--- src/rtl/instr_fetch_if.sv ---
// Fetch-side bus bundle: program memory read port plus the processor DIN/Run/Done handshake.
// The fetch unit is the master. Memory and processor sit on the slave side.
interface instr_fetch_if #(
  parameter int AW = 8
);
  logic [AW-1:0] MemAddr;
  logic          MemRd;
  logic [15:0]   MemData;
  logic [15:0]   DIN;
  logic          Run;
  logic          Done;

  modport master (
    output MemAddr, MemRd, DIN, Run,
    input  MemData, Done
  );

  modport slave (
    input  MemAddr, MemRd, DIN, Run,
    output MemData, Done
  );
endinterface

--- src/rtl/instr_fetch.sv ---
// Instruction fetch/issue sequencer for the 16-bit bus processor: fetches words from a synchronous
// program memory, strobes Run, waits for Done, and tracks PC, halt and a stuck-instruction watchdog.
module instr_fetch #(
  parameter int AW      = 8,
  parameter int TIMEOUT = 4
) (
  input  logic               Clock,
  input  logic               Reset,
  input  logic               Start,
  input  logic [AW-1:0]      StartAddr,
  instr_fetch_if.master      bus,
  output logic [AW-1:0]      PC,
  output logic [15:0]        InstrCount,
  output logic               Halted,
  output logic               Error
);

  localparam logic [2:0] OP_MVI  = 3'b001;
  localparam logic [2:0] OP_HALT = 3'b111;
  localparam int         WDW     = (TIMEOUT > 1) ? $clog2(TIMEOUT) : 1;

  typedef enum logic [3:0] {
    S_IDLE,
    S_FETCH,
    S_LATCH,
    S_FETCH_IMM,
    S_LATCH_IMM,
    S_ISSUE,
    S_IMMED,
    S_WAIT,
    S_HALTED,
    S_ERROR
  } state_t;

  state_t         state;
  logic [15:0]    ibuf;
  logic [15:0]    imm;
  logic [WDW-1:0] wd_cnt;

  // All outputs are registered and loaded on the transition into the state that presents them,
  // so each output is valid for the whole cycle spent in that state.
  always_ff @(posedge Clock or posedge Reset) begin
    if (Reset) begin
      // NOTE: the instruction/immediate buffers are ordinary flops, not a RAM, so they are reset
      // along with everything else and DIN can never show stale data after a reset.
      state       <= S_IDLE;
      PC          <= '0;
      InstrCount  <= '0;
      ibuf        <= '0;
      imm         <= '0;
      wd_cnt      <= '0;
      Halted      <= 1'b0;
      Error       <= 1'b0;
      bus.MemAddr <= '0;
      bus.MemRd   <= 1'b0;
      bus.DIN     <= '0;
      bus.Run     <= 1'b0;
    end else begin
      // NOTE: these defaults are non-blocking like every other assignment here; a later
      // assignment in the case below overrides them, which turns MemRd/Run into one-cycle pulses.
      bus.MemRd <= 1'b0;
      bus.Run   <= 1'b0;
      bus.DIN   <= '0;

      case (state)
        S_IDLE, S_HALTED, S_ERROR: begin
          if (Start) begin
            PC          <= StartAddr;
            bus.MemAddr <= StartAddr;
            bus.MemRd   <= 1'b1;
            Halted      <= 1'b0;
            Error       <= 1'b0;
            state       <= S_FETCH;
          end
        end

        S_FETCH: state <= S_LATCH;

        S_LATCH: begin
          ibuf <= bus.MemData;
          if (bus.MemData[8:6] == OP_HALT) begin
            // PC stays on the halt word so software can see where the program stopped.
            Halted <= 1'b1;
            state  <= S_HALTED;
          end else begin
            PC <= PC + AW'(1);
            if (bus.MemData[8:6] == OP_MVI) begin
              bus.MemAddr <= PC + AW'(1);
              bus.MemRd   <= 1'b1;
              state       <= S_FETCH_IMM;
            end else begin
              bus.DIN <= bus.MemData;
              bus.Run <= 1'b1;
              state   <= S_ISSUE;
            end
          end
        end

        S_FETCH_IMM: state <= S_LATCH_IMM;

        S_LATCH_IMM: begin
          imm     <= bus.MemData;
          PC      <= PC + AW'(1);
          bus.DIN <= ibuf;
          bus.Run <= 1'b1;
          state   <= S_ISSUE;
        end

        S_ISSUE: begin
          wd_cnt <= '0;
          if (ibuf[8:6] == OP_MVI) begin
            bus.DIN <= imm;
            state   <= S_IMMED;
          end else begin
            state <= S_WAIT;
          end
        end

        // mvi must complete in the cycle its immediate is on DIN; anything else gets TIMEOUT cycles.
        S_IMMED, S_WAIT: begin
          if (bus.Done) begin
            if (InstrCount != 16'hFFFF) InstrCount <= InstrCount + 16'd1;
            bus.MemAddr <= PC;
            bus.MemRd   <= 1'b1;
            state       <= S_FETCH;
          end else if (state == S_IMMED || wd_cnt == WDW'(TIMEOUT - 1)) begin
            Error <= 1'b1;
            state <= S_ERROR;
          end else begin
            wd_cnt <= wd_cnt + WDW'(1);
          end
        end

        default: state <= S_IDLE;
      endcase
    end
  end

endmodule

--- src/flat_wrapper.sv ---
// flat-port wrapper written by rule: the top's interface ports become plain ports
module instr_fetch_flat 
#(
  parameter int AW      = 8,
  parameter int TIMEOUT = 4
)
  (Clock, Reset, Start, StartAddr, PC, InstrCount, Halted, Error, bus_MemAddr, bus_MemRd, bus_DIN, bus_Run, bus_MemData, bus_Done);
  instr_fetch_if #(.AW(AW)) bus_i ();
  input  logic Clock;
  input  logic Reset;
  input  logic Start;
  input  logic [AW-1:0] StartAddr;
  output logic [AW-1:0] PC;
  output logic [15:0] InstrCount;
  output logic Halted;
  output logic Error;
  output wire logic [$bits(bus_i.MemAddr)-1:0] bus_MemAddr;
  output wire logic [$bits(bus_i.MemRd)-1:0] bus_MemRd;
  output wire logic [$bits(bus_i.DIN)-1:0] bus_DIN;
  output wire logic [$bits(bus_i.Run)-1:0] bus_Run;
  input wire logic [$bits(bus_i.MemData)-1:0] bus_MemData;
  input wire logic [$bits(bus_i.Done)-1:0] bus_Done;
  assign bus_MemAddr = bus_i.MemAddr;
  assign bus_MemRd = bus_i.MemRd;
  assign bus_DIN = bus_i.DIN;
  assign bus_Run = bus_i.Run;
  assign bus_i.MemData = bus_MemData;
  assign bus_i.Done = bus_Done;
  instr_fetch #(.AW(AW), .TIMEOUT(TIMEOUT)) u_core (.Clock(Clock), .Reset(Reset), .Start(Start), .StartAddr(StartAddr), .bus(bus_i), .PC(PC), .InstrCount(InstrCount), .Halted(Halted), .Error(Error));
endmodule
--- config.mk ---
export PLATFORM = sky130hd
export DESIGN_NAME = instr_fetch_flat
export DESIGN_NICKNAME = d
export VERILOG_FILES = /design/src/rtl/instr_fetch_if.sv /design/src/rtl/instr_fetch.sv /design/src/flat_wrapper.sv
export SDC_FILE = /design/constraint.sdc
export NUM_CORES = 1
export LEC_CHECK = 0
export BUFFER_PORTS_ARGS = -buffer_cell sky130_fd_sc_hd__buf_2
export CORE_UTILIZATION = 35
export DETAILED_ROUTE_END_ITERATION = 16
export GPL_ROUTABILITY_DRIVEN = 0
export PLACE_DENSITY_LB_ADDON = 0.05
export SLEW_MARGIN = 20
export SYNTH_ARGS = -nofsm -noshare
export SYNTH_HDL_FRONTEND = slang
export SYNTH_SLANG_ARGS = --single-unit
--- constraint.sdc ---
create_clock -name Clock -period 3.75 [get_ports Clock]
set_clock_uncertainty 0.15 [all_clocks]
set_input_delay 0.75 -clock Clock [delete_from_list [all_inputs] [get_ports Clock]]
set_output_delay 0.75 -clock Clock [all_outputs]
set_load 0.01 [all_outputs]
==> impl_metrics.toml <==
[finish]
final_common_cell = "dfrtp_1"
fin_nets = 516
syn_to_final_growth_pct = 18.6
finalInstanceArea_mm2 = 0.00520
final_cell_mix = "dfrtp_1 (90), buf_2 (79), nand2_1 (66)"
final_layout_size_suffix_gt1_share_pct = 26.7
stdcell_count = 658
diodes = 0

[yosys]
synth_cell_types = 60
synth_top_area_share_pct = 51.3
yosysWarningCount = 0
ys_seq_area_share_pct = 51.3
syn_avg_cell_area_um2 = 10.5
syn_area_mm2 = 0.00439
synth_edf_count = 0
synth_area_leader_cell = "dfrtp_1"
synthArstFlopShare_pct = 100
syn_inst = 417
synth-main-ff-cell = "dfrtp_1"
ys_ff_latch = 90
synth.net_count = 448
synth_area_leaders = "dfrtp_1 (51%), nand2_1 (5.6%), mux2_2 (5.6%)"

[routing]
route.detailed.drc = 0
routedWlPerCell_um = 17.0
ant_nets = 0
num_vias = 3484
wirelength_mm = 11.2
first_pass_iters = 6
viasPerCell = 5.29
drt_iter0_markers = 258

[worst_setup_path]
cp-end-kind = "register"
startpoint_type = "register"
critical_path_arrival_ps = 2690
crit_path_top_delay_cell = "dfrtp_1"
max_stage_delay_ps = 650
path_buf_inv = 1
critPathTopFamily = "simple AND/OR/NAND/NOR gates"
path_cells = "nor4b_4 -> buf_4 -> a32o_1 -> nand2b_1 -> mux2_2"
cp_data_required_time_ps = 3830
worst-path-max-fanout = 20
critPathKind = "reg -> reg"

[clock_network]
ctsHoldBuffers = 0
htreeDepth = 3
cts-buffers-inserted = 9
cts_setup_buffers = 0
cts_buffer_depth = 2
cts_tree = "built"
clk_root_buffer_cell = "clkbuf_16"
cts_sinks = 90
insertion_delay_ps = 350
cts_resized = 0
clk_pin_slew_ps = 70

[die]
io_pins = 80
rows = 40
die_area_mm2 = 0.0130
core-area_mm2 = 0.0121
die_h_um = 114
dieWidth_um = 114
initial_core_util_pct = 36.2

[global_routing]
track_usage_pct = 18.3
grt_max_degree = 51
antenna_found_initial = 0
grt_pass1_wl_mm = 18.1
grt_pass1_vias = 3407
gr-total-overflow = 0

[sta]
fmax_ghz = 0.384
finalMaxSlewViolations = 0
fin_tns_setup_ps = 0
finalHoldViolCount = 0
grt_setup_unrepaired = "false"
finalSetupViolations = 0
finalCritPeriodShare_pct = 69.5
fin_crit_ps = 2610
tightest_slew_ps = 899
slew_headroom_pct = 40.0
finalWorstSetupSlack_ps = 1140

[pwr]
p_leak_uw = 0.00252
ir_drop_v = 0.000424
power_density_mw_per_mm2 = 818

[placed_design]
preCtsSetupSlack_ps = 1130
placedCellCount = 642
port_buffers = 79
placed_cell_area_mm2 = 0.00490
dp_hpwl_mm = 7.47

[job]
max_cap_viol_count = 0

[status]
status = "complete, no violations"

[hold_path]
hp-class = "reg -> reg"
==> worst register-to-register path: cells and delay by family, from the launching register on <==
| kind | cells | cell delay [ps] |
|---|---|---|
| buffers and inverters | 1 | 310 |
| muxes | 1 | 380 |
| DFF | 1 | 650 |
| and+or+nand+nor | 2 | 700 |
| AOI/OAI and AO/OA | 1 | 300 |
==> cell families after synthesis <==
logic type | share of synthesized area [%]
buffers and inverters | 5.16
XOR/XNOR | 2.99
multiplexers | 6.67
AO/OA/AOI/OAI | 14.9
flip-flops | 51.3
AND/OR/NAND/NOR | 18.1
adder cells (fa/ha/maj) | 0.856
==> state kept, by name, summed over array words and instances, names as in the netlist <==
register / count
u_core.state: 4
u_core.bus.MemAddr: 8
u_core.InstrCount: 16
u_core.Error: 1
u_core.bus.MemRd: 1
u_core.wd_cnt: 2
u_core.bus.DIN: 16
u_core.PC: 8
u_core.bus.Run: 1
u_core.imm: 16
u_core.ibuf: 16
u_core.Halted: 1
==> synthesized netlist by cell type (4+ instances only) <==
master	count
dfrtp_1	90
nand2_1	66
inv_1	22
mux2_2	22
nor3_1	15
a222oi_1	14
o21ai_0	13
buf_2	12
nand3_1	12
nor2_1	12
o22a_1	9
nand4_1	8
xnor2_1	8
clkbuf_1	7
xor2_1	7
a21oi_1	6
and3_1	6
a31oi_1	5
a32oi_1	5
a41oi_1	4
and4_1	4
nor4_1	4
==> metrics by stage <==
step	hold WS [ps]	utilization [%]	total power, uW
floorplan	292	-	2840
global placement	309	40.5	3320
detailed placement	318	40.5	3350
CTS	335	43.0	4310
global route	348	43.0	4560
finish	330	43.0	4250
==> final timing paths <==
check / startpoint / endpoint / slack [ps] / cells after the start
min in group asynchronous: Reset / u_core.bus.DIN[11]$_DFF_PP0_ / 410 / 2
worst min register to register: u_core.ibuf[10]$_DFFE_PP0P_ / u_core.ibuf[10]$_DFFE_PP0P_ / 330 / 2
worst max register to register: u_core.state[1]$_DFFE_PP0P_ / u_core.bus.MemAddr[2]$_DFFE_PP0P_ / 1140 / 5
worst min-delay path: u_core.ibuf[10]$_DFFE_PP0P_ / u_core.ibuf[10]$_DFFE_PP0P_ / 330 / 2
max in group asynchronous: Reset / u_core.state[0]$_DFFE_PP0P_ / 2330 / 3
worst max-delay path: u_core.state[1]$_DFFE_PP0P_ / u_core.bus.MemAddr[2]$_DFFE_PP0P_ / 1140 / 5
==> metal layers <==
metal | share of wire, % | GRT usage (%)
met3 | 6.2 | 5.90
met1 | 47 | 24.3
met2 | 46 | 28.5
met4 | 1.0 | 5.02
met5 | 0 | 0
==> area by class of cell <==
type	count	area, um^2
clock buffer	11	243
clock inverter	5	60.1
fill	1188	6910
inverter	22	83.8
multi-input combinational	278	1910
sequential	90	2250
tap	168	210
timing repair buffer	84	445
==> power by group <==
group	switching, uW	leakage (uW)	internal (uW)	total [uW]
combinational	846	0.00125	725	1570
clock	395	0.000147	539	933
sequential	375	0.00113	1370	1750
total	1620	0.00252	2640	4250
No activity file was read; power rests on OpenSTA's default activity.
